## config.mk

```make
export PLATFORM = sky130hd
export DESIGN_NAME = fetch_unit
export DESIGN_NICKNAME = d
export VERILOG_FILES = /design/src/rtl/riscv_pkg.sv /design/src/rtl/fetch_perf_cnt.sv /design/src/rtl/fetch_unit.sv
export SDC_FILE = /design/constraint.sdc
export NUM_CORES = 1
export LEC_CHECK = 0
export ABC_AREA = 1
export CAP_MARGIN = 20
export CELL_PAD_IN_SITES_DETAIL_PLACEMENT = 1
export CELL_PAD_IN_SITES_GLOBAL_PLACEMENT = 1
export CORE_MARGIN = 2
export CORE_UTILIZATION = 25
export CTS_CLUSTER_SIZE = 20
export DETAILED_ROUTE_END_ITERATION = 6
export MAX_ROUTING_LAYER = met4
export PLACE_DENSITY_LB_ADDON = 0.15
export SLEW_MARGIN = 5
export SYNTH_ARGS = -nofsm -noshare
export SYNTH_HDL_FRONTEND = slang
export SYNTH_SLANG_ARGS = --single-unit
```

## constraint.sdc

```tcl
create_clock -name clk -period 1.45 [get_ports clk]
set_input_delay 0.145 -clock clk [delete_from_list [all_inputs] [get_ports clk]]
set_output_delay 0.145 -clock clk [all_outputs]
set_load 0.05 [all_outputs]
```

## src/rtl/riscv_pkg.sv

```systemverilog
// -----------------------------------------------------------------------------
// riscv_pkg
// Shared definitions for the front end of the core:
//   NOP              - canonical no-op (addi x0,x0,0) shown to decode when idle
//   fetch_state_t    - fetch FSM encoding (IDLE / REQ / ISSUE)
//   RESET_PC_DEFAULT - default architectural PC after reset
// -----------------------------------------------------------------------------
package riscv_pkg;

   localparam logic [31:0] NOP              = 32'h0000_0013;
   localparam logic [31:0] RESET_PC_DEFAULT = 32'h0000_0000;

   typedef enum logic [1:0] {
      IDLE  = 2'd0,
      REQ   = 2'd1,
      ISSUE = 2'd2
   } fetch_state_t;

endpackage : riscv_pkg

```

## src/rtl/fetch_perf_cnt.sv

```systemverilog
// -----------------------------------------------------------------------------
// fetch_perf_cnt
// Performance counters for the fetch stage. Only present when the build
// defines FETCH_PERF_CNT_EN.
//   clk, rst_n  - clock, asynchronous active-low reset
//   fetch_inc   - one accepted instruction-memory response this cycle
//   stall_inc   - one cycle spent holding an instruction under stall
//   fetch_cnt   - accepted fetches since reset (wraps at 2^32)
//   stall_cnt   - stalled issue cycles since reset (wraps at 2^32)
// -----------------------------------------------------------------------------
`ifdef FETCH_PERF_CNT_EN
module fetch_perf_cnt (
   input  logic        clk,
   input  logic        rst_n,
   input  logic        fetch_inc,
   input  logic        stall_inc,
   output logic [31:0] fetch_cnt,
   output logic [31:0] stall_cnt
);

   always_ff @(posedge clk or negedge rst_n) begin
      if (!rst_n) begin
         fetch_cnt <= '0;
         stall_cnt <= '0;
      end else begin
         if (fetch_inc) fetch_cnt <= fetch_cnt + 32'd1;
         if (stall_inc) stall_cnt <= stall_cnt + 32'd1;
      end
   end

endmodule : fetch_perf_cnt
`endif

```

## src/rtl/fetch_unit.sv

```systemverilog
// -----------------------------------------------------------------------------
// fetch_unit
// Instruction-fetch stage. Owns the architectural PC, fetches one word at a
// time from instruction memory over a req/ack handshake and holds it for
// decode until it retires, then selects the next PC (pc+4 or an aligned
// branch/jump target).
//
// Ports:
//   clk, rst_n   - clock, asynchronous active-low reset
//   PCSel        - 1: next PC is alu_out (low two bits cleared); 0: pc+4
//   alu_out      - branch/jump target from execute
//   stall        - hold the current instruction, do not advance the PC
//   imem_req     - fetch request (held until imem_ack)
//   imem_addr    - fetch address, always equal to pc
//   imem_rdata   - instruction word, valid with imem_ack
//   imem_ack     - memory response strobe (ignored outside REQ)
//   inst         - instruction presented to decode
//   inst_valid   - inst is fetched and not yet retired
//   pc, pc_plus4 - address of inst and its sequential successor
//
// Build option FETCH_PERF_CNT_EN adds fetch_cnt / stall_cnt outputs.
// -----------------------------------------------------------------------------
module fetch_unit
   import riscv_pkg::*;
#(
   parameter int                 AWIDTH   = 32,
   parameter int                 DWIDTH   = 32,
   parameter logic [AWIDTH-1:0]  RESET_PC = AWIDTH'(RESET_PC_DEFAULT)
) (
   input  logic              clk,
   input  logic              rst_n,
   input  logic              PCSel,
   input  logic [AWIDTH-1:0] alu_out,
   input  logic              stall,
   output logic              imem_req,
   output logic [AWIDTH-1:0] imem_addr,
   input  logic [DWIDTH-1:0] imem_rdata,
   input  logic              imem_ack,
   output logic [DWIDTH-1:0] inst,
   output logic              inst_valid,
   output logic [AWIDTH-1:0] pc,
   output logic [AWIDTH-1:0] pc_plus4
`ifdef FETCH_PERF_CNT_EN
   ,
   output logic [31:0]       fetch_cnt,
   output logic [31:0]       stall_cnt
`endif
);

   fetch_state_t      state, state_next;
   logic              ack_accept;
   logic              retire;
   logic              issue_stall;
   logic [AWIDTH-1:0] branch_target;

   assign pc_plus4  = pc + AWIDTH'(4);   // wraps modulo 2^AWIDTH
   assign imem_addr = pc;

   // Clearing the low two bits aligns every target, including the JALR
   // bit-0 clear; misaligned targets are silently rounded down.
   assign branch_target = alu_out & ~AWIDTH'(3);

   // NOTE: every signal driven here gets a default first, so no path can
   // leave it unassigned and infer a latch.
   always_comb begin
      state_next  = state;
      imem_req    = 1'b0;
      inst_valid  = 1'b0;
      ack_accept  = 1'b0;
      retire      = 1'b0;
      issue_stall = 1'b0;
      case (state)
         IDLE: state_next = REQ;
         REQ: begin
            imem_req   = 1'b1;
            ack_accept = imem_ack;
            if (imem_ack) state_next = ISSUE;
         end
         ISSUE: begin
            inst_valid  = 1'b1;
            issue_stall = stall;
            retire      = !stall;
            if (!stall) state_next = REQ;
         end
         default: state_next = IDLE;
      endcase
   end

   // NOTE: state registers use non-blocking assignments so every flop samples
   // pre-edge values; the asynchronous reset drops imem_req without a clock.
   always_ff @(posedge clk or negedge rst_n) begin
      if (!rst_n) begin
         state <= IDLE;
         pc    <= RESET_PC;
         inst  <= DWIDTH'(NOP);
      end else begin
         state <= state_next;
         if (ack_accept) inst <= imem_rdata;
         if (retire)     pc   <= PCSel ? branch_target : pc_plus4;
      end
   end

`ifdef FETCH_PERF_CNT_EN
   fetch_perf_cnt u_perf_cnt (
      .clk       (clk),
      .rst_n     (rst_n),
      .fetch_inc (ack_accept),
      .stall_inc (issue_stall),
      .fetch_cnt (fetch_cnt),
      .stall_cnt (stall_cnt)
   );
`endif

endmodule : fetch_unit

```

* Word-level counts from Yosys, hierarchy flattened
Cells that the tools add are included.
Widths: inputs -> output; s select.
** Word-level totals
- Bits in registers :: 66
- Latch bits :: 0
- Memory bits (writable) :: 0
- Bits in read-only memories :: 0
- Output and inout bits :: 130
- Logic and storage cells :: 19
- Memories :: 0
** Operators by class
- Add/sub/neg operators :: 1
- Multiply operators :: 0
- Div/mod/pow operators :: 0
- $lt $le $gt $ge :: 0
- Equality and inequality tests :: 4
- Shift operators :: 0
- Muxes and demuxes :: 8
- Bitwise logic cells :: 0
- Reductions and logical operators :: 3
** Operator list (number)
- $add 32x3->32 const B :: 1
- $mux 32 :: 1
- $pmux 2 s3 :: 1
- $mux 1 :: 4
- $mux 2 :: 2
- $ne 2x2->1 const B :: 2
- $eq 2x1->1 const B :: 1
- $eq 2x2->1 const B :: 1
- $logic_not 2->1 :: 1
- $reduce_and 2->1 :: 1
- $logic_not 1->1 :: 1

* Depth between registers and ports, before layout
- Depth after elaboration :: 3
- Depth in mapped cells :: 10
- Gate-level depth less buffers :: 10

* Least setup slack after synthesis
Ideal clock, no wire load.
- Path type :: reg-to-reg
- From :: register pc[2], in the netlist imem_addr[2]
- To :: register pc[9], in the netlist imem_addr[9]
- Library setup time :: 83 ps
- Data arrival time :: 2457 ps
- Data required time :: 1367 ps
- Slack :: -1090 ps
- Cell stages (with the launch flop) :: 7
- Period minus slack after synthesis :: 2540 ps
- Path through :: dfrtp_1 inv_1 nor2_8 nand2_4 xor2_1 nor2_1 o22ai_1
** On the way
- Word-level cells in the longest chain between the ends :: 2
** RTL lines
- start: declaration :: line fetch_unit.sv:41 : output logic [AWIDTH-1:0] pc,
- start signal: assignment :: line fetch_unit.sv:99 : if (retire) pc <= PCSel ? branch_target : pc_plus4;
- $add 32x3->32 :: line fetch_unit.sv:56 : assign pc_plus4 = pc + AWIDTH'(4);
- via pc_plus4[9] :: line fetch_unit.sv:42 : output logic [AWIDTH-1:0] pc_plus4
- $mux 32 :: line fetch_unit.sv:99
The timed path passes the listed nets, and every way through them passes these cells.
A chain may end at the register's enable or synchronous reset.

* Worst setup path after layout
- From :: register pc[3], in the netlist imem_addr[3]
- To :: output pc_plus4[26]
** On the way
- Word-level cells in the longest chain between the ends :: 1
** RTL lines (line)
- $add 32x3->32 :: fetch_unit.sv:56
- end: declaration :: fetch_unit.sv:42
No other way between the ends.

==> impl_metrics.yaml <==
clock_tree:
  cts_root_buf: "clkbuf_16"
  cts.sinks: 64
  cts_made_buffers: 9
  ctsLongestPathBuffers: 2
  cts_tree: "done"
  cts.htree.levels: 3
  clk_pin_slew_ps: 60
  clk_latency_ps: 350
synth:
  synthArstFlopShare: 1.00
  synth.distinct_cells: 31
  syn_area_per_cell_sq_um: 7.76
  yosys-top-cells-count: "nand2_1, nor2_1, dfrtp_1"
  yosys_warnings: 0
  synth_area_sq_mm: 0.00396
  ys_ff_latch: 64
  synth_area_leaders: "dfrtp_1, nand2_1, mux2_2, buf_4, nor2_1"
  yosysMostFrequentCell: "nand2_1"
  synth_top_area_frac: 0.386
  seq_area_frac_synth: 0.405
  synth_area_leader_cell: "dfrtp_1"
  synthFlopType: "dfrtp_1"
  synthCells: 510
  synth_edf_count: 0
timing:
  final.setup.tns_ps: -17180
  setup_viol: 52
  drv_slew: 0
  hold_violations: 0
  rsz0062_at_grt: "yes"
  fin_worst_skew_ps: 6.54
  finalCritPeriodShare: 1.39
  setup_slack_ps: -571
  period_minus_slack_ps: 2020
  fmax_ghz: 0.495
floorplanning:
  pin_count: 199
  die_h_um: 130
  initial_core_util: 0.258
  die_w_um: 130
  rows: 45
  core_area_sq_mm: 0.0153
  fp.dieArea_sq_mm: 0.0169
global_route:
  track_usage: 0.204
  grt_pass1_wl_um: 25400
  gr-total-overflow: 0
  grt_max_degree: 41
  grt_antenna_before_repair: 0
  grt_pass1_vias: 4865
layout:
  fin_nets: 829
  postLayoutCellArea_sq_mm: 0.00862
  fillers: 1646
  area_growth_pct: 118
  drive_gt1_frac: 0.548
  n_antenna_cell: 0
route:
  drt-wirelength-per-cell_um: 17.1
  drc: 0
  finalWirelength_um: 16700
  first_pass_iters: 4
  detail-route-antenna-nets: 0
  drt-initial-drc-count: 106
  vias: 4403
  viasPerCell: 4.52
job:
  timing.max_cap.violations: 0
outcome:
  status: "finished, violations left"
  violations: "setup timing"
worst_hold_path:
  hp-class: "in -> async"
worst_setup_path:
  cp-start-kind: "flop"
  critical_path.cell_chain: "ha_4 > nand2_4 > nor2_4 > buf_6 > nand2_8 > nor2_8 > nand2_2 > nand2_2 > nand2_4 > buf_12"
  max_stage_delay_ps: 400
  crit_path_max_fanout: 5
  crit_type: "reg -> out"
  worst-endpoint-required_ps: 1310
  cp-end-kind: "output port"
  arrival_ps: 1880
  slowest_stage: "dfrtp_2"
place:
  pre_cts_ws_ps: -233
  gp_congestion: 0.768
  postPlaceCellArea_sq_mm: 0.00749
  port_buffers: 190
  hpwl_um: 11900
pwr:
  p_leak_nw: 3.92
  power_mw: 24.2
  max-vdd-ir-drop_uv: 1410
  power_density_mw_per_mm2: 2810
[routing by layer]
metal | GRT usage | wire length [um]
met5 | - | 0
met4 | 0.0658 | 409
met3 | 0.0447 | 1010
met2 | 0.356 | 8740
met1 | 0.233 | 6560
[layout make-up]
type,instances,area [sq um],area share
well taps,211,264,0.0306
repair buffers,284,3620,0.420
clock inverters,7,120,0.0139
clock buffers,9,225,0.0261
inverters,42,164,0.0190
multi-input cells,358,2620,0.304
flip-flops and latches,64,1610,0.187
[through the flow]
| step | utilization | cells | hold slack (ps) |
|---|---|---|---|
| 2_1_floorplan | - | 515 | -151 |
| 3_3_place_gp | 0.489 | 928 | 67.0 |
| 3_5_place_dp | 0.489 | 928 | 61.9 |
| 4_1_cts | 0.541 | 961 | 252 |
| 5_1_grt | 0.563 | 975 | 275 |
| 6_report | 0.563 | 975 | 236 |
[power breakdown]
part	internal, mW	total (mW)	leakage (nW)	switching (mW)
clock network	1.68	2.58	0.166	0.901
registers	2.71	3.50	0.759	0.785
logic	7.93	18.1	3.00	10.2
total	12.3	24.2	3.92	11.9
[worst paths after layout]
path	startpoint	to	slack [ps]	depth (start not counted)
max	imem_addr[3]$_DFFE_PN0N_	pc_plus4[26]	-570	10
min	rst_n	imem_addr[9]$_DFFE_PN0N_	240	2
max reg2reg	imem_addr[3]$_DFFE_PN0N_	imem_addr[14]$_DFFE_PN0N_	-290	11
min reg2reg	inst[16]$_DFFE_PN0P_	inst[16]$_DFFE_PN0P_	510	1
max in group asynchronous	rst_n	inst[0]$_DFFE_PN1P_	660	3
min in group clk	imem_rdata[18]	inst[18]$_DFFE_PN0P_	410	2
[worst max-delay path: cells and delay by family, from the launching register on]
| family | cells | cell delay, ps |
|---|---|---|
| fa+ha+maj | 1 | 170 |
| buf+inv | 2 | 260 |
| simple gates | 7 | 690 |
| flops | 1 | 400 |
[cells by family (layout without fill, tap and decap cells)]
group,count (synthesis),count (layout),synth area share
compound gates,41,41,0.0597
mux,32,32,0.0910
fa+ha+maj,1,1,0.00316
buf+inv,93,342,0.125
flops,64,64,0.405
xor+xnor,7,7,0.0155
simple gates,271,271,0.299
other cells,1,6,0.000947
[flip-flops by register name, indices dropped and copies added, names as in the netlist]
signal,flops
inst,32
state,2
imem_addr,30
[timing repair]
action,in CTS,in global routing
setup endpoints to repair,54,58
gates resized for setup,85,63
setup buffers,16,22
endpoints found under the hold margin,18,0
hold buffers,1,0
pin swaps,20,42
[cells in the final DEF (no fill, tap or decap), types with 14 or more instances in the layout]
cell type,n
nor2_4,16
buf_6,22
buf_4,97
mux2_2,32
clkdlybuf4s50_1,65
inv_1,34
dfrtp_1,55
o21ai_0,14
nand2_2,31
nor2_1,53
nand2_1,91
buf_12,99
nand2_4,34
nand3_2,19
(Power assumes the default switching activity.)
